<file path="src/rtl/nco_pkg.sv">
// Shared definitions for the NCO sweep controller: FSM state encoding,
// config register addresses and default widths.
package nco_pkg;

  localparam int ACC_W_DEF = 16;
  localparam int FTW_W_DEF = 8;

  localparam logic [1:0] CFG_START_FTW = 2'd0;
  localparam logic [1:0] CFG_STOP_FTW  = 2'd1;
  localparam logic [1:0] CFG_STEP      = 2'd2;
  localparam logic [1:0] CFG_DWELL     = 2'd3;

  typedef enum logic [1:0] {
    S_IDLE = 2'd0,
    S_RUN  = 2'd1,
    S_DONE = 2'd2
  } state_t;

endpackage

</file>
<file path="src/rtl/nco_sweep_step.sv">
// Next tuning word for a frequency sweep: moves the current word one step
// toward the stop word, clamped so it lands exactly on stop without
// overflow or underflow. o_finish flags that the sweep has nothing left to do.
module nco_sweep_step #(
  parameter int FTW_W = 8
) (
  input  logic [FTW_W-1:0] i_cur_ftw,
  input  logic [FTW_W-1:0] i_start_ftw,
  input  logic [FTW_W-1:0] i_stop_ftw,
  input  logic [FTW_W-1:0] i_step,
  output logic [FTW_W-1:0] o_next_ftw,
  output logic             o_finish
);

  logic             w_up;
  logic [FTW_W-1:0] w_gap;

  // Direction is fixed by the sweep endpoints; the current word never
  // passes stop, so the gap below is always non-negative.
  assign w_up  = i_stop_ftw > i_start_ftw;
  assign w_gap = w_up ? (i_stop_ftw - i_cur_ftw) : (i_cur_ftw - i_stop_ftw);

  // Comparing the remaining gap against the step avoids computing a sum or
  // difference that could wrap.
  always_comb begin
    // NOTE: every combinational output gets a default first so no path
    // leaves it unassigned, which would infer a latch.
    o_next_ftw = i_stop_ftw;
    if (w_gap > i_step) begin
      o_next_ftw = w_up ? (i_cur_ftw + i_step) : (i_cur_ftw - i_step);
    end
  end

  assign o_finish = (i_cur_ftw == i_stop_ftw) || (i_step == '0);

endmodule

</file>
<file path="src/rtl/nco_sweep_ctrl.sv">
// NCO frequency sweep controller. Steps a tuning word from start_ftw to
// stop_ftw, holding each word for dwell+1 cycles, and drives a phase
// accumulator whose top 8 bits address a sine lookup.
// Build option: define SWEEP_LOOP_EN to sweep continuously (reload
// start_ftw at the end, never pulse done; exit only via abort or rst).
module nco_sweep_ctrl
  import nco_pkg::*;
#(
  parameter int ACC_W = ACC_W_DEF,
  parameter int FTW_W = FTW_W_DEF
) (
  input  logic             clk,
  input  logic             rst,
  input  logic             cfg_we,
  input  logic [1:0]       cfg_addr,
  input  logic [FTW_W-1:0] cfg_data,
  input  logic             start,
  input  logic             abort,
  output logic [7:0]       phase,
  output logic             phase_vld,
  output logic [FTW_W-1:0] cur_ftw,
  output logic             busy,
  output logic             done
);

  if (ACC_W < 12) begin : g_acc_w_chk
    $error("nco_sweep_ctrl: ACC_W must be at least 12");
  end

  state_t r_state;
  state_t w_state_nxt;

  // Software-visible config registers.
  logic [FTW_W-1:0] r_start_ftw, r_stop_ftw, r_step, r_dwell;
  // Copies taken when a sweep is accepted, so later writes cannot disturb it.
  logic [FTW_W-1:0] r_run_start, r_run_stop, r_run_step, r_run_dwell;

  logic [ACC_W-1:0] r_acc;
  logic [FTW_W-1:0] r_cur_ftw;
  logic [FTW_W-1:0] r_dwell_cnt;

  logic [ACC_W-1:0] w_inc;
  logic [FTW_W-1:0] w_next_ftw;
  logic             w_finish;
  logic             w_expire;

  assign w_inc    = ACC_W'({r_cur_ftw, 4'b0000});
  assign w_expire = (r_dwell_cnt == r_run_dwell);

  nco_sweep_step #(.FTW_W(FTW_W)) u_step (
    .i_cur_ftw   (r_cur_ftw),
    .i_start_ftw (r_run_start),
    .i_stop_ftw  (r_run_stop),
    .i_step      (r_run_step),
    .o_next_ftw  (w_next_ftw),
    .o_finish    (w_finish)
  );

  // State register.
  always_ff @(posedge clk or posedge rst) begin
    // NOTE: sequential state uses non-blocking assignments so every register
    // samples pre-edge values regardless of statement order.
    if (rst) r_state <= S_IDLE;
    else     r_state <= w_state_nxt;
  end

  // Next-state and status outputs; abort wins over everything else.
  always_comb begin
    w_state_nxt = r_state;
    busy        = 1'b0;
    phase_vld   = 1'b0;
    done        = 1'b0;
    case (r_state)
      S_IDLE: begin
        if (start && !abort) w_state_nxt = S_RUN;
      end
      S_RUN: begin
        busy      = 1'b1;
        phase_vld = 1'b1;
        if (abort) begin
          w_state_nxt = S_IDLE;
        end else if (w_expire && w_finish) begin
`ifdef SWEEP_LOOP_EN
          w_state_nxt = S_RUN;
`else
          w_state_nxt = S_DONE;
`endif
        end
      end
      S_DONE: begin
        done        = 1'b1;
        w_state_nxt = S_IDLE;
      end
      default: w_state_nxt = S_IDLE;
    endcase
  end

  // Config register writes, accepted only while idle and not aborting.
  always_ff @(posedge clk or posedge rst) begin
    if (rst) begin
      r_start_ftw <= '0;
      r_stop_ftw  <= '0;
      r_step      <= '0;
      r_dwell     <= '0;
    end else if (r_state == S_IDLE && cfg_we && !abort) begin
      case (cfg_addr)
        CFG_START_FTW: r_start_ftw <= cfg_data;
        CFG_STOP_FTW:  r_stop_ftw  <= cfg_data;
        CFG_STEP:      r_step      <= cfg_data;
        default:       r_dwell     <= cfg_data;
      endcase
    end
  end

  // Sweep datapath: latch the sweep on start, then accumulate phase and
  // advance the tuning word at each dwell expiry. Abort freezes everything.
  always_ff @(posedge clk or posedge rst) begin
    if (rst) begin
      r_acc       <= '0;
      r_cur_ftw   <= '0;
      r_dwell_cnt <= '0;
      r_run_start <= '0;
      r_run_stop  <= '0;
      r_run_step  <= '0;
      r_run_dwell <= '0;
    end else if (!abort) begin
      case (r_state)
        S_IDLE: begin
          if (start) begin
            r_acc       <= '0;
            r_cur_ftw   <= r_start_ftw;
            r_dwell_cnt <= '0;
            r_run_start <= r_start_ftw;
            r_run_stop  <= r_stop_ftw;
            r_run_step  <= r_step;
            r_run_dwell <= r_dwell;
          end
        end
        S_RUN: begin
          r_acc <= r_acc + w_inc;
          if (!w_expire) begin
            r_dwell_cnt <= r_dwell_cnt + 1'b1;
          end else if (!w_finish) begin
            r_cur_ftw   <= w_next_ftw;
            r_dwell_cnt <= '0;
          end else begin
`ifdef SWEEP_LOOP_EN
            r_cur_ftw   <= r_run_start;
            r_dwell_cnt <= '0;
`else
            r_cur_ftw   <= r_cur_ftw;
`endif
          end
        end
        default: ;
      endcase
    end
  end

  assign phase   = r_acc[ACC_W-1 -: 8];
  assign cur_ftw = r_cur_ftw;

endmodule

</file>
<file path="config.mk">
export PLATFORM = sky130hd
export DESIGN_NAME = nco_sweep_ctrl
export DESIGN_NICKNAME = d
export VERILOG_FILES = /design/src/rtl/nco_pkg.sv /design/src/rtl/nco_sweep_step.sv /design/src/rtl/nco_sweep_ctrl.sv
export SDC_FILE = /design/constraint.sdc
export NUM_CORES = 1
export LEC_CHECK = 0
export ABC_AREA = 1
export CAP_MARGIN = 25
export CORE_UTILIZATION = 55
export CTS_BUF_LIST = sky130_fd_sc_hd__clkbuf_4 sky130_fd_sc_hd__clkbuf_8
export CTS_CLUSTER_DIAMETER = 150
export DETAILED_ROUTE_END_ITERATION = 8
export GPL_ROUTABILITY_DRIVEN = 0
export GPL_TIMING_DRIVEN = 0
export PLACE_DENSITY = 0.72
export SYNTH_ARGS = -nofsm -noshare
export SYNTH_HDL_FRONTEND = slang
export SYNTH_HIERARCHICAL = 1
export SYNTH_SLANG_ARGS = --single-unit
</file>
<file path="constraint.sdc">
create_clock -name clk -period 7.25 [get_ports clk]
set_clock_uncertainty 0.15 [all_clocks]
set_input_delay 1.45 -clock clk [delete_from_list [all_inputs] [get_ports clk]]
set_output_delay 1.45 -clock clk [all_outputs]
set_load 0.1 [all_outputs]
</file>
==> impl_metrics.yaml, run 1 <==
setup_path:
  cp_slowest_stage_delay_ps: 1120
  worstSetupEndpointType: "output port"
  timing.setup.critical_path_class: "flip-flop to output port"
  crit_path_cell_trace: "inv_2, nor2_8, buf_2, buf_4, clkdlybuf4s50_1"
  critical_path_buf_inv_count: 4
  critical-path-top-delay-family: "buffers and inverters"
  nature_of_the_critical_path_startpoint: "flip-flop"
  worst_path_max_delay_cell: "sky130_fd_sc_hd__clkdlybuf4s50_1"
  worst_ep_required_time_ps: 5650
  worstPathMaxFanout: 11
  worst-endpoint-arrival_ps: 2630
cts:
  tritoncts: "done"
  clk-insertion-delay-late_ps: 380
  ctsResizeCount: 0
  clkSinkCount: 94
  postCtsSetupRepairBufs: 0
  deepest_clock_path_buffer_count: 2
  cts_buffers: 9
  cts_htree_levels: 3
  ctsRootBufferMaster: "sky130_fd_sc_hd__clkbuf_8"
  cts_hold_repair.buffers: 0
  cts.clk_slew.worst_paths_ps: 90
floorplan:
  placement_rows: 39
  die_area_um2: 12200
  dieWidth_um: 110
  num_io_pins: 34
  core_um2: 11400
  die_y_um: 110
  initial_util_pct: 56.4
logic_synthesis:
  synth_enable_flop_cells: 0
  synth_ff_type: "sky130_fd_sc_hd__dfrtp_1"
  flops_latches_synth: 94
  synth.most_common_cell: "sky130_fd_sc_hd__nand2_1"
  mappedNetlistNets: 874
  yosys-top-cells-area: "sky130_fd_sc_hd__dfrtp_1 36%, sky130_fd_sc_hd__nand2_1 13%, sky130_fd_sc_hd__ha_1 9.1%"
  post_synth_num_cell_types: 40
  post_synth_mux_area_share_pct: 3.49
  synth_compound_gate_area_share_pct: 11.6
  synth_area_um2: 6440
  synth.yosys.warnings: 6
  synth_top_cells_by_count: "222 x sky130_fd_sc_hd__nand2_1, 107 x sky130_fd_sc_hd__inv_1, 94 x sky130_fd_sc_hd__dfrtp_1"
  yosysTopAreaCellShare_pct: 36.5
  synth_seq_area_share_pct: 36.5
  synth_xor_area_share_pct: 3.13
  dominant_combinational_cell_family_by_area_after_synthesis: "simple AND/OR/NAND/NOR gates"
  synth_area_per_cell_um2: 7.98
  number_of_cells_produced_by_synthesis: 808
  yosys.area.top_type: "sky130_fd_sc_hd__dfrtp_1"
  synth_simple_gate_area_share_pct: 24.9
  synth_async_sr_flop_share_pct: 100
  synthAdderAreaFrac_pct: 10.4
timing:
  finalWorstPathRequiredPeriod_ps: 4230
  postLayoutSetupSlackWorst_ps: 3020
  clock.fmax_mhz: 236
  totalNegativeSetupSlack_ps: 0
  hold_violations: 0
  endpoints_failing_setup: 0
  unrepaired_setup_endpoints_after_global_routing: "false"
  max_slew_margin_pct: 35.4
  layout_worst_path_cycle_share_pct: 58.4
  tightest_slew_ps: 965
  finalMaxSlewViolations: 0
drt:
  wl_met3_um: 580
  met1Wirelength_um: 6780
  totalWireLength_um: 14900
  drt_pass1_iterations: 7
  detailedRoute.firstIterationViolations: 406
  wire_per_inst_um: 14.9
  routed-wl-met2_um: 7110
  vias_per_cell: 5.43
  detailroute.via_count: 5437
  route.top_layer_used: "met4"
  drc: 0
  postRouteAntennaNets: 0
cells_and_area:
  layout_cell_share_with_drive_strength_beyond_1_pct: 14.9
  num-fill-cells: 1021
  final_net_count: 919
  syn_to_final_growth_pct: 12.3
  largest_register_ff_count: 12
  n_antenna_cell: 0
  registers.top_by_ff_count: "r_acc"
global_routing:
  globalRouteOverflowTotal: 0
  groute.usage.overall_pct: 26.2
  grt_pass1_vias: 4998
  grt_max_degree: 50
  initial_antenna_violation_count: 0
  first_pass_grt_wire_length_um: 24000
placed_design:
  hpwlAfterDp_um: 11500
  place_ws_ps: 3410
  buffer_ports.inserted: 33
outcome:
  status: "complete, no violations"
min_path:
  hold_class: "flip-flop to flip-flop"
job:
  max_cap_violations: 0
==> metal layers <==
metal  GRT usage [%]  vias to the layer above
li1                -                     2658
met3            3.12                       34
met5               0                        -
met2            43.8                      124
met1            34.3                     2621
met4            11.2                        0
==> layout by cell type, fill, tap and decap left out, types with 13 or more instances in the layout <==
cell                              Yosys  routed
sky130_fd_sc_hd__mux2_2              20      20
sky130_fd_sc_hd__clkdlybuf4s50_1      0      33
sky130_fd_sc_hd__nor2_1              48      48
sky130_fd_sc_hd__nand3_1             45      45
sky130_fd_sc_hd__o21ai_2             23      23
sky130_fd_sc_hd__o21ai_1             18      18
sky130_fd_sc_hd__a21oi_1             33      33
sky130_fd_sc_hd__xor2_1              16      16
sky130_fd_sc_hd__inv_1              107     106
sky130_fd_sc_hd__buf_4               13      13
sky130_fd_sc_hd__o21ai_0             24      24
sky130_fd_sc_hd__nand2_1            222     222
sky130_fd_sc_hd__dfrtp_1             94      94
sky130_fd_sc_hd__ha_1                47      47
==> tightest hold or removal path, cell delays in order, from the launching register on <==
cell	delay [ps]
sky130_fd_sc_hd__dfrtp_1	350
sky130_fd_sc_hd__nand2_1	60
sky130_fd_sc_hd__o21ai_2	50
==> cell families (layout without fill, tap and decap cells) <==
kind of cell | after synthesis | in the layout
fa+ha+maj | 51 | 51
buf+inv | 142 | 192
xor+xnor | 23 | 23
compound gates | 120 | 120
mux | 20 | 20
simple gates | 358 | 358
flops | 94 | 94
==> worst paths after layout <==
path | start | to | slack, ps | cells past startpoint
setup / recovery | r_state[0] | phase_vld | 3020 | 5
hold / removal | r_step[1] | r_step[1] | 340 | 2
setup reg to reg | cur_ftw[1] | cur_ftw[4] | 3520 | 21
hold reg to reg | r_step[1] | r_step[1] | 340 | 2
max in group asynchronous | rst | r_dwell_cnt[6] | 4960 | 3
min in group asynchronous | rst | r_start_ftw[3] | 1350 | 2
==> final cells by class <==
cell class	count	area (um2)	share of cell area [%]
clock buffer	11	151	2.09
sequential	94	2350	32.5
tap	143	179	2.47
clock inverter	5	104	1.43
buffer	28	214	2.96
timing repair buffer	34	358	4.94
inverter	114	430	5.95
multi-input combinational	572	3450	47.7
==> through the flow <==
stage / std cells / hold slack (ps) / cell area, um2 / util, %
6_report: 1001 / 340 / 7240 / 63.4
5_1_grt: 1001 / 364 / 7240 / 63.4
4_1_cts: 1001 / 342 / 7240 / 63.4
3_5_place_dp: 985 / 321 / 6980 / 61.2
3_3_place_gp: 984 / 320 / 6950 / 60.9
2_1_floorplan: 808 / 301 / 6440 / -
Power of run 1 is not shown: default switching activity piles up to over one toggle a cycle in this logic, so the estimate is an artifact.
==> run 2, diff against run 1 <==
==> constraint.sdc (replaced) <==
create_clock -name clk -period 4 [get_ports clk]
set_clock_uncertainty 0.15 [all_clocks]
set_input_delay 0.8 -clock clk [delete_from_list [all_inputs] [get_ports clk]]
set_output_delay 0.8 -clock clk [all_outputs]
set_load 0.1 [all_outputs]
==> impl_metrics.yaml, run 2 (same netlist as run 1, synthesis figures left out) <==
setup_path:
  nature_of_the_critical_path_startpoint: "flip-flop"
  crit_path_cell_trace: "inv_1, ha_1, buf_6, a21oi_2, nand2_1, a21oi_2, xor2_1, nand2_1, nand2_1, inv_1, ha_1, a21oi_1, nor2_1, nor3b_1, nand2_1, nand2_1, inv_1, o21ai_0, nand2_1, o21a_1, o21ai_2"
  worst-endpoint-arrival_ps: 3760
  critical_path_buf_inv_count: 4
  timing.setup.critical_path_class: "flip-flop to flip-flop"
  worstSetupEndpointType: "flip-flop"
  path_common_cell: "sky130_fd_sc_hd__nand2_1"
  cp_slowest_stage_delay_ps: 460
  critical-path-top-delay-family: "compound AO/OA/AOI/OAI gates"
  worst_ep_required_time_ps: 4160
  worst_path_max_delay_cell: "sky130_fd_sc_hd__dfrtp_2"
  worstPathMaxFanout: 10
placed_design:
  buffer_ports.inserted: 33
  placed_cells_incl_taps: 985
  hpwlAfterDp_um: 11500
  detailed_place.area_um2: 6980
cts:
  ctsRootBufferMaster: "sky130_fd_sc_hd__clkbuf_8"
  cts_hold_repair.buffers: 0
  cts_buffers: 9
  clk-insertion-delay-late_ps: 380
  clkSinkCount: 94
  cts.clk_slew.worst_paths_ps: 110
  deepest_clock_path_buffer_count: 2
  cts_htree_levels: 3
  tritoncts: "done"
timing:
  layout_worst_path_cycle_share_pct: 90.0
  max_slew_margin_pct: 35.4
  hold_violations: 0
  tightest_slew_ps: 965
  finalMaxSlewViolations: 0
  clock.fmax_mhz: 278
  endpoints_failing_setup: 0
  unrepaired_setup_endpoints_after_global_routing: "false"
  finalWorstPathRequiredPeriod_ps: 3600
cells_and_area:
  final_net_count: 924
  largest_register_ff_count: 12
  layout.cells.most_common_list: "222 x sky130_fd_sc_hd__nand2_1, 106 x sky130_fd_sc_hd__inv_1, 92 x sky130_fd_sc_hd__dfrtp_1"
  n_antenna_cell: 0
  final_common_cell: "sky130_fd_sc_hd__nand2_1"
  registers.top_by_ff_count: "r_acc"
  layout_cell_share_with_drive_strength_beyond_1_pct: 15.6
  final_cell_count_no_fill: 1006
  post-route-util_pct: 63.8
  cell_area_after_layout_um2: 7280
  syn_to_final_growth_pct: 12.9
drt:
  drt_pass1_iterations: 5
  detailroute.via_count: 5442
  totalWireLength_um: 15000
  vias_per_cell: 5.41
  detailedRoute.firstIterationViolations: 375
  drc: 0
  wire_per_inst_um: 14.9
  postRouteAntennaNets: 0
min_path:
  hold_class: "flip-flop to flip-flop"
global_routing:
  grt_max_degree: 50
  first_pass_grt_wire_length_um: 24000
  globalRouteOverflowTotal: 0
  groute.usage.overall_pct: 26.2
  initial_antenna_violation_count: 0
  grt_pass1_vias: 4998
floorplan:
  initial_util_pct: 56.4
  dieWidth_um: 110
  die_area_um2: 12200
  num_io_pins: 34
  core_um2: 11400
  die_y_um: 110
  placement_rows: 39
job:
  max_cap_violations: 0
outcome:
  status: "complete, no violations"
[run 2: area by class of cell]
cell class                 count  area [um2]
fill                        1022        4140
sequential                    94        2350
multi-input combinational    572        3450
inverter                     114         430
clock buffer                  11         151
timing repair buffer          39         395
clock inverter                 5         104
buffer                        28         214
tap                          143         179
[run 2: worst paths after layout]
| check | startpoint | endpoint | cells past startpoint | slack [ps] |
|---|---|---|---|---|
| setup / recovery | cur_ftw[2] | cur_ftw[1] | 21 | 400 |
| hold / removal | r_step[1] | r_step[1] | 2 | 340 |
| setup reg to reg | cur_ftw[2] | cur_ftw[1] | 21 | 400 |
| hold reg to reg | r_step[1] | r_step[1] | 2 | 340 |
| max in group asynchronous | rst | r_dwell_cnt[6] | 3 | 2360 |
| min in group asynchronous | rst | r_start_ftw[3] | 2 | 700 |
[run 2: worst reg2reg max path, cell delays in order (launching register included)]
cell	delay (ps)
sky130_fd_sc_hd__dfrtp_2	460
sky130_fd_sc_hd__inv_1	60
sky130_fd_sc_hd__ha_1	330
sky130_fd_sc_hd__buf_6	160
sky130_fd_sc_hd__a21oi_2	130
sky130_fd_sc_hd__nand2_1	120
sky130_fd_sc_hd__a21oi_2	160
sky130_fd_sc_hd__xor2_1	200
sky130_fd_sc_hd__nand2_1	70
sky130_fd_sc_hd__nand2_1	70
sky130_fd_sc_hd__inv_1	50
sky130_fd_sc_hd__ha_1	280
sky130_fd_sc_hd__a21oi_1	130
sky130_fd_sc_hd__nor2_1	60
sky130_fd_sc_hd__nor3b_1	230
sky130_fd_sc_hd__nand2_1	80
sky130_fd_sc_hd__nand2_1	130
sky130_fd_sc_hd__inv_1	100
sky130_fd_sc_hd__o21ai_0	250
sky130_fd_sc_hd__nand2_1	90
sky130_fd_sc_hd__o21a_1	120
sky130_fd_sc_hd__o21ai_2	120
[run 2: repair_timing]
item	in CTS	in global routing
resized for setup	0	2
buffers inserted	0	5
endpoints found under the setup margin	0	8
[run 2: per-layer routing]
metal	track usage [%]	vias to the layer above	routed length (um)
li1	-	2668	-
met1	34.3	2599	6840
met2	43.8	138	7140
met3	3.12	37	608
met4	11.2	0	414
met5	0	-	0
[run 2: stage by stage]
| stage | setup TNS (ps) | worst slack, ps | hold slack (ps) |
|---|---|---|---|
| after CTS | 0 | 284 | 342 |
| after detailed placement | 0 | 320 | 321 |
| after global routing | 0 | 34.0 | 364 |
| after floorplan | 0 | 168 | 301 |
| final | 0 | 400 | 340 |
| after global placement | -69260 | -743 | 320 |
Power of run 2 is left out for the same reason.
==> run 3, diff against run 2 <==
--- a/config.mk
+++ b/config.mk
@@ -6,13 +6,12 @@
 export NUM_CORES = 1
 export LEC_CHECK = 0
 export ABC_AREA = 1
-export CAP_MARGIN = 25
+export CAP_MARGIN = 30
 export CORE_UTILIZATION = 55
 export CTS_BUF_LIST = sky130_fd_sc_hd__clkbuf_4 sky130_fd_sc_hd__clkbuf_8
 export CTS_CLUSTER_DIAMETER = 150
 export DETAILED_ROUTE_END_ITERATION = 8
 export GPL_ROUTABILITY_DRIVEN = 0
-export GPL_TIMING_DRIVEN = 0
 export PLACE_DENSITY = 0.72
 export SYNTH_ARGS = -nofsm -noshare
 export SYNTH_HDL_FRONTEND = slang
==> impl_metrics.yaml, run 3 (same netlist as run 1, synthesis figures left out) <==
outcome:
  status: "complete, no violations"
cells_and_area:
  layout_cell_share_with_drive_strength_beyond_1_pct: 13.0
  final_cell_count_no_fill: 976
  n_antenna_cell: 0
  syn_to_final_growth_pct: 8.17
  registers.top_by_ff_count: "r_acc"
  final_common_cell: "sky130_fd_sc_hd__nand2_1"
  layout.cells.most_common_list: "220 x sky130_fd_sc_hd__nand2_1, 106 x sky130_fd_sc_hd__inv_1, 94 x sky130_fd_sc_hd__dfrtp_1"
  largest_register_ff_count: 12
  num-fill-cells: 1029
  final_net_count: 896
timing:
  finalMaxSlewViolations: 0
  hold_violations: 0
  tightest_slew_ps: 996
  endpoints_failing_setup: 0
  finalWorstPathRequiredPeriod_ps: 3570
  max_slew_margin_pct: 33.4
  layout_worst_path_cycle_share_pct: 89.1
  totalNegativeSetupSlack_ps: 0
  clock.fmax_mhz: 280
  unrepaired_setup_endpoints_after_global_routing: "false"
floorplan:
  die_y_um: 110
  die_area_um2: 12200
  num_io_pins: 34
  placement_rows: 39
  core_um2: 11400
  dieWidth_um: 110
  initial_util_pct: 56.4
cts:
  tritoncts: "done"
  ctsRootBufferMaster: "sky130_fd_sc_hd__clkbuf_8"
  cts_htree_levels: 3
  postCtsSetupRepairBufs: 0
  cts_buffers: 9
  deepest_clock_path_buffer_count: 2
  cts.clk_slew.worst_paths_ps: 100
  clkSinkCount: 94
  clk-insertion-delay-late_ps: 360
drt:
  drc: 0
  drt_pass1_iterations: 5
  wire_per_inst_um: 14.5
  vias_per_cell: 5.41
  totalWireLength_um: 14100
  detailroute.via_count: 5279
  detailedRoute.firstIterationViolations: 351
  postRouteAntennaNets: 0
setup_path:
  worst_ep_required_time_ps: 4150
  path_common_cell: "sky130_fd_sc_hd__nand2_1"
  worst-endpoint-arrival_ps: 3710
  path_depth: 20
  worstSetupEndpointType: "flip-flop"
  worst_path_max_delay_cell: "sky130_fd_sc_hd__dfrtp_1"
  critical-path-top-delay-family: "compound AO/OA/AOI/OAI gates"
  nature_of_the_critical_path_startpoint: "flip-flop"
  reg2reg_depth: 20
  timing.setup.critical_path_class: "flip-flop to flip-flop"
  cp_slowest_stage_delay_ps: 460
  worstPathMaxFanout: 13
  critical_path_buf_inv_count: 3
  crit_path_cell_trace: "inv_1, ha_1, a21oi_1, nand2_1, a21oi_1, xor2_1, nand2_1, nand2_1, inv_1, ha_1, a21oi_1, nor2_1, nor3b_1, nand2_1, nand2_2, inv_1, o21ai_0, nand2_1, o21a_1, o21ai_2"
placed_design:
  buffer_ports.inserted: 33
  placed_cells_incl_taps: 962
  hpwlAfterDp_um: 10800
global_routing:
  groute.usage.overall_pct: 24.7
  initial_antenna_violation_count: 0
  globalRouteOverflowTotal: 0
  first_pass_grt_wire_length_um: 23100
  grt_max_degree: 55
  grt_pass1_vias: 4855
min_path:
  hold_class: "flip-flop to flip-flop"
  hold_path_depth: 2
job:
  max_cap_violations: 0
## run 3: path summary, 6_finish.rpt
check                                 from              to  slack (ps)
worst min-delay path             r_step[5]       r_step[5]         340
max in group asynchronous              rst  r_run_start[6]        2270
worst max-delay path            cur_ftw[2]      cur_ftw[1]         430
min in group asynchronous              rst  r_start_ftw[1]         700
worst max register to register  cur_ftw[2]      cur_ftw[1]         430
worst min register to register   r_step[5]       r_step[5]         340
## run 3: layout make-up
type	count	area (um2)	share of cell area, %
timing repair buffer	39	393	5.64
sequential	94	2350	33.7
clock buffer	10	138	1.97
clock inverter	4	25.0	0.359
tap	143	179	2.57
multi-input combinational	572	3460	49.6
inverter	114	429	6.16
## run 3: per-layer routing
metal  vias up  global-route usage (%)  wire [um]
met5         -                       0          0
met4         0                    8.55        274
met3        26                    3.17        559
met2       131                    40.7       6570
met1      2493                    33.6       6730
li1       2629                       -          -
## run 3: what timing repair did
item / CTS / global route
hold buffers: 0 / 0
setup endpoints to repair: 0 / 4
hold endpoints to repair: 0 / 0
gates resized for setup: 0 / 1
## run 3: through the flow
step	util (%)	hold WS (ps)	setup WS [ps]	area, um2
final	61.1	339	435	6970
after CTS	61.0	341	345	6970
after global placement	59.4	314	470	6790
after global routing	61.1	364	5.30	6970
after detailed placement	59.6	319	393	6810
after floorplan	-	301	168	6440
## run 3: worst register-to-register path, delay by kind of cell (launching register included)
kind	cells	cell delay, ps
simple gates	8	820
compound gates	6	930
xor+xnor	1	170
buf+inv	3	240
flops	1	460
fa+ha+maj	2	740
Power of run 3 is left out for the same reason.
==> variant 1: new RTL, settings of run 2 <==
Re-encode `state_t` (3 states) as one-hot, 3 bits wide.
--- a/src/rtl/nco_pkg.sv
+++ b/src/rtl/nco_pkg.sv
@@ -11,8 +11,8 @@
   localparam logic [1:0] CFG_DWELL     = 2'd3;
 
-  typedef enum logic [1:0] {
-    S_IDLE = 2'd0,
-    S_RUN  = 2'd1,
-    S_DONE = 2'd2
+  typedef enum logic [2:0] {
+    S_IDLE = 3'b001,
+    S_RUN  = 3'b010,
+    S_DONE = 3'b100
   } state_t;
 
Formal check against the unedited RTL: same outputs for any inputs over 4 cycles, from zero or initial values and one cycle with rst high; so few cycles prove little.
==> variant 1 against run 2 <==
Critical path type is now register to output pin; worst setup slack got worse by 42 ps; wire length decreased by 7.0%; first-iteration DRC count increased by 18%; highest routed layer unchanged; critical path depth decreased by 15; design area decreased by 0.69%; sequential cell count increased by 1; area after synthesis increased by 0.37%; via count decreased by 1.3%; non-clock buffer count decreased by 4; largest cell class unchanged.
Power is not shown: default switching activity piles up to over one toggle a cycle in this logic, so the estimate is an artifact.
==> variant 1: results <==
{
  "status": "finished, final reports clean",
  "dp_hpwl_microns": 10900,
  "crit_path_end": "phase_vld",
  "cp_max_fo": 11,
  "clock_latency_ps": 360,
  "wl_per_cell_microns": 13.9,
  "layout.nets": 920,
  "synth_cell_type_count": 45,
  "fill_cells": 1000,
  "r2r_cells": 22,
  "path_clk_slew_ps": 90,
  "drive_gt1_frac": 0.134,
  "cp.arrival_ps": 2690,
  "ys_seq_area_frac": 0.368,
  "syn-num-nets": 875,
  "slew_headroom": 0.346,
  "grt_max_degree": 55,
  "drtIter0Drc": 444,
  "grt_pass1_wl_microns": 24000,
  "synthTopCellsByCount": "nand2_1, inv_1, dfrtp_1",
  "place_area_sq_mm": 0.00701,
  "max_stage_delay_ps": 1110,
  "cp_top_family": "buffers and inverters",
  "grtUsageTotal": 0.243,
  "cpMaxStageDelayCell": "clkdlybuf4s50_1"
}
==> variant 1: cell types whose count changed after synthesis, sizes merged, moves of 3 or more <==
cell   delta
nand3    +12
inv       -6
nand2     +6
o21a      -6
nand4     -4
nor2      -4
o21ai     +3
xnor2     +3
==> variant 1: cell families after synthesis <==
family,Yosys count,synth area share
simple gates,367,0.254
buf+inv,138,0.103
compound gates,113,0.103
flops,95,0.368
fa+ha+maj,51,0.103
xor+xnor,26,0.0352
mux,19,0.0331
==> variant 1: metrics by stage <==
stage	worst slack, ps	cells	hold slack (ps)
finish	358	1001	332
detailed placement	372	986	318
global route	68.4	1001	370
CTS	322	1001	339
global placement	-792	985	313
floorplan	195	809	301
==> variant 1: cell type report <==
cell class	instances	area [sq um]	share of cell area
plain buffers	29	259	0.0358
clock buffers	12	153	0.0211
clock inverters	3	67.6	0.00935
inverters	109	413	0.0571
multi-input cells	576	3420	0.473
flip-flops and latches	95	2380	0.329
well taps	143	179	0.0247
repair buffers	34	358	0.0495
==> variant 1: metal layers <==
layer | up-vias | routed length, microns | track usage
li1 | 2666 | - | -
met4 | 0 | 229 | 0.0818
met2 | 133 | 6610 | 0.399
met3 | 21 | 558 | 0.0329
met1 | 2551 | 6560 | 0.332
met5 | - | 0 | 0
==> variant 1: how the worst min path moves through the flow <==
stage | cells past startpoint | startpoint | end | slack [ps]
floorplan | 2 | r_step[0] | r_step[0] | 300
global placement | 2 | r_stop_ftw[4] | r_stop_ftw[4] | 310
detailed placement | 2 | r_stop_ftw[1] | r_stop_ftw[1] | 320
CTS | 2 | r_stop_ftw[1] | r_stop_ftw[1] | 340
global route | 2 | r_step[7] | r_step[7] | 370
finish | 2 | r_stop_ftw[1] | r_stop_ftw[1] | 330
==> variant 2: new RTL, settings of run 2 <==
Made on the original files. The option `SWEEP_LOOP_EN` is turned on by a define.
--- a/src/rtl/nco_sweep_ctrl.sv
+++ b/src/rtl/nco_sweep_ctrl.sv
@@ -4,4 +4,6 @@
 // Build option: define SWEEP_LOOP_EN to sweep continuously (reload
 // start_ftw at the end, never pulse done; exit only via abort or rst).
+`define SWEEP_LOOP_EN
+
 module nco_sweep_ctrl
   import nco_pkg::*;
Function: changed (Yosys sat finds a counterexample within 4 cycles, from zero or initial values and one cycle with rst high).
==> variant 2 against run 2 <==
Count of clock-buffer cells in the layout up 1; sequential cell count fell by 1; wire length down 2.1%; area after synthesis is 4.6% lower; design area shrank 5.5%; worst setup slack got worse by 91 ps; sequential share of layout area up 1.5 points.
==> variant 2: results <==
{
  "vias": 5416,
  "max_stage_delay_ps": 510,
  "grt_max_degree": 74,
  "drive_gt1_frac": 0.0804,
  "synth_top_flop_cell": "dfrtp_1",
  "drtIter0Drc": 436,
  "grt_pass1_vias": 5120,
  "clock_latency_ps": 360,
  "status": "finished, final reports clean",
  "dp_hpwl_microns": 11400,
  "ys_seq_area_frac": 0.379,
  "cts.path.max_buffers": 2,
  "switching_share": 0.512,
  "finalNonFillerCells": 1011,
  "syn-num-nets": 888,
  "synthTopCellsByCount": "nand2_1, inv_1, dfrtp_1",
  "reg2reg_from": "cur_ftw[3]",
  "cp.arrival_ps": 3840,
  "antenna_found_initial": 0,
  "synth_area_leaders": "dfrtp_1, nand2_1, ha_1",
  "syn_area_per_cell_sq_um": 7.48,
  "regMostFlops": "r_acc",
  "worst_pin_slew_ps": 972,
  "grtUsageTotal": 0.272,
  "synth_cell_type_count": 39,
  "layout.nets": 932,
  "grt_pass1_wl_microns": 24200,
  "cpMaxStageDelayCell": "dfrtp_1",
  "place_area_sq_mm": 0.00667,
  "fill_cells": 977,
  "hp-start": "r_dwell[5]",
  "wl_per_cell_microns": 14.5,
  "path_clk_slew_ps": 90,
  "cts_setup_buffers": 0,
  "port_buffers": 32
}
variant 2: cell count changes after synthesis, sizes merged, moves of 6 or more:
| cell | delta |
|---|---|
| o21a | -7 |
| mux2 | -20 |
| inv | -10 |
| nor2 | -8 |
| o22ai | +8 |
| xnor2 | +6 |
| nand2 | +46 |
variant 2: cell type report:
class                           instances  area share
Sequential cell                        93       0.338
Tap cell                              140      0.0255
Timing Repair Buffer                   33      0.0506
Buffer                                 32      0.0329
Clock buffer                           12      0.0222
Multi-Input combinational cell        593       0.465
Clock inverter                          4     0.00800
Inverter                              104      0.0571
variant 2: logic make-up (layout without fill, tap and decap cells):
family / count (synthesis) / after routing / synth area share
xor+xnor: 30 / 30 / 0.0428
flops: 93 / 93 / 0.379
other cells: 1 / 1 / 0.000610
buf+inv: 136 / 185 / 0.100
simple gates: 394 / 394 / 0.264
compound gates: 117 / 117 / 0.105
fa+ha+maj: 51 / 51 / 0.109
variant 2: worst paths after layout:
kind                            cells past startpoint  slack, ps        endpoint
max in group asynchronous                           3       2470      cur_ftw[1]
worst max register to register                     24        310      cur_ftw[6]
worst min-delay path                                2        340  r_run_dwell[5]
worst min register to register                      2        340  r_run_dwell[5]
worst max-delay path                               24        310      cur_ftw[6]
min in group asynchronous                           2        590      r_dwell[6]
variant 2: layer usage:
metal,vias up,track usage,share of wire
li1,2684,-,-
met1,2549,0.352,0.45
met2,154,0.458,0.48
met3,29,0.0363,0.047
met4,0,0.114,0.024
met5,-,0,0
variant 2: power by group through the flow:
stage	Combinational (mW)	Clock (mW)	Sequential, mW
floorplan	2.61	0	1.61
global placement	3.48	0	1.44
detailed placement	3.62	0	1.45
CTS	3.65	0.672	1.43
global route	4.13	0.718	1.47
finish	3.70	0.659	1.43
variant 2: per-stage QoR:
| stage | setup slack, ps | util | hold WS, ps | TNS [ps] |
|---|---|---|---|---|
| global placement | -638 | 0.613 | 313 | -59000 |
| CTS | 246 | 0.635 | 337 | 0 |
| global route | 30.2 | 0.635 | 359 | 0 |
| detailed placement | 277 | 0.615 | 314 | 0 |
| finish | 309 | 0.635 | 337 | 0 |
| floorplan | 110 | - | 292 | 0 |
variant 2: worst max-delay path: cells and delay by family (launching register included):
kind | cells | cell delay [ps]
AOI/OAI and AO/OA | 3 | 390
DFF | 1 | 510
and+or+nand+nor | 15 | 1530
adders and majority gates | 2 | 560
buffers and inverters | 4 | 490
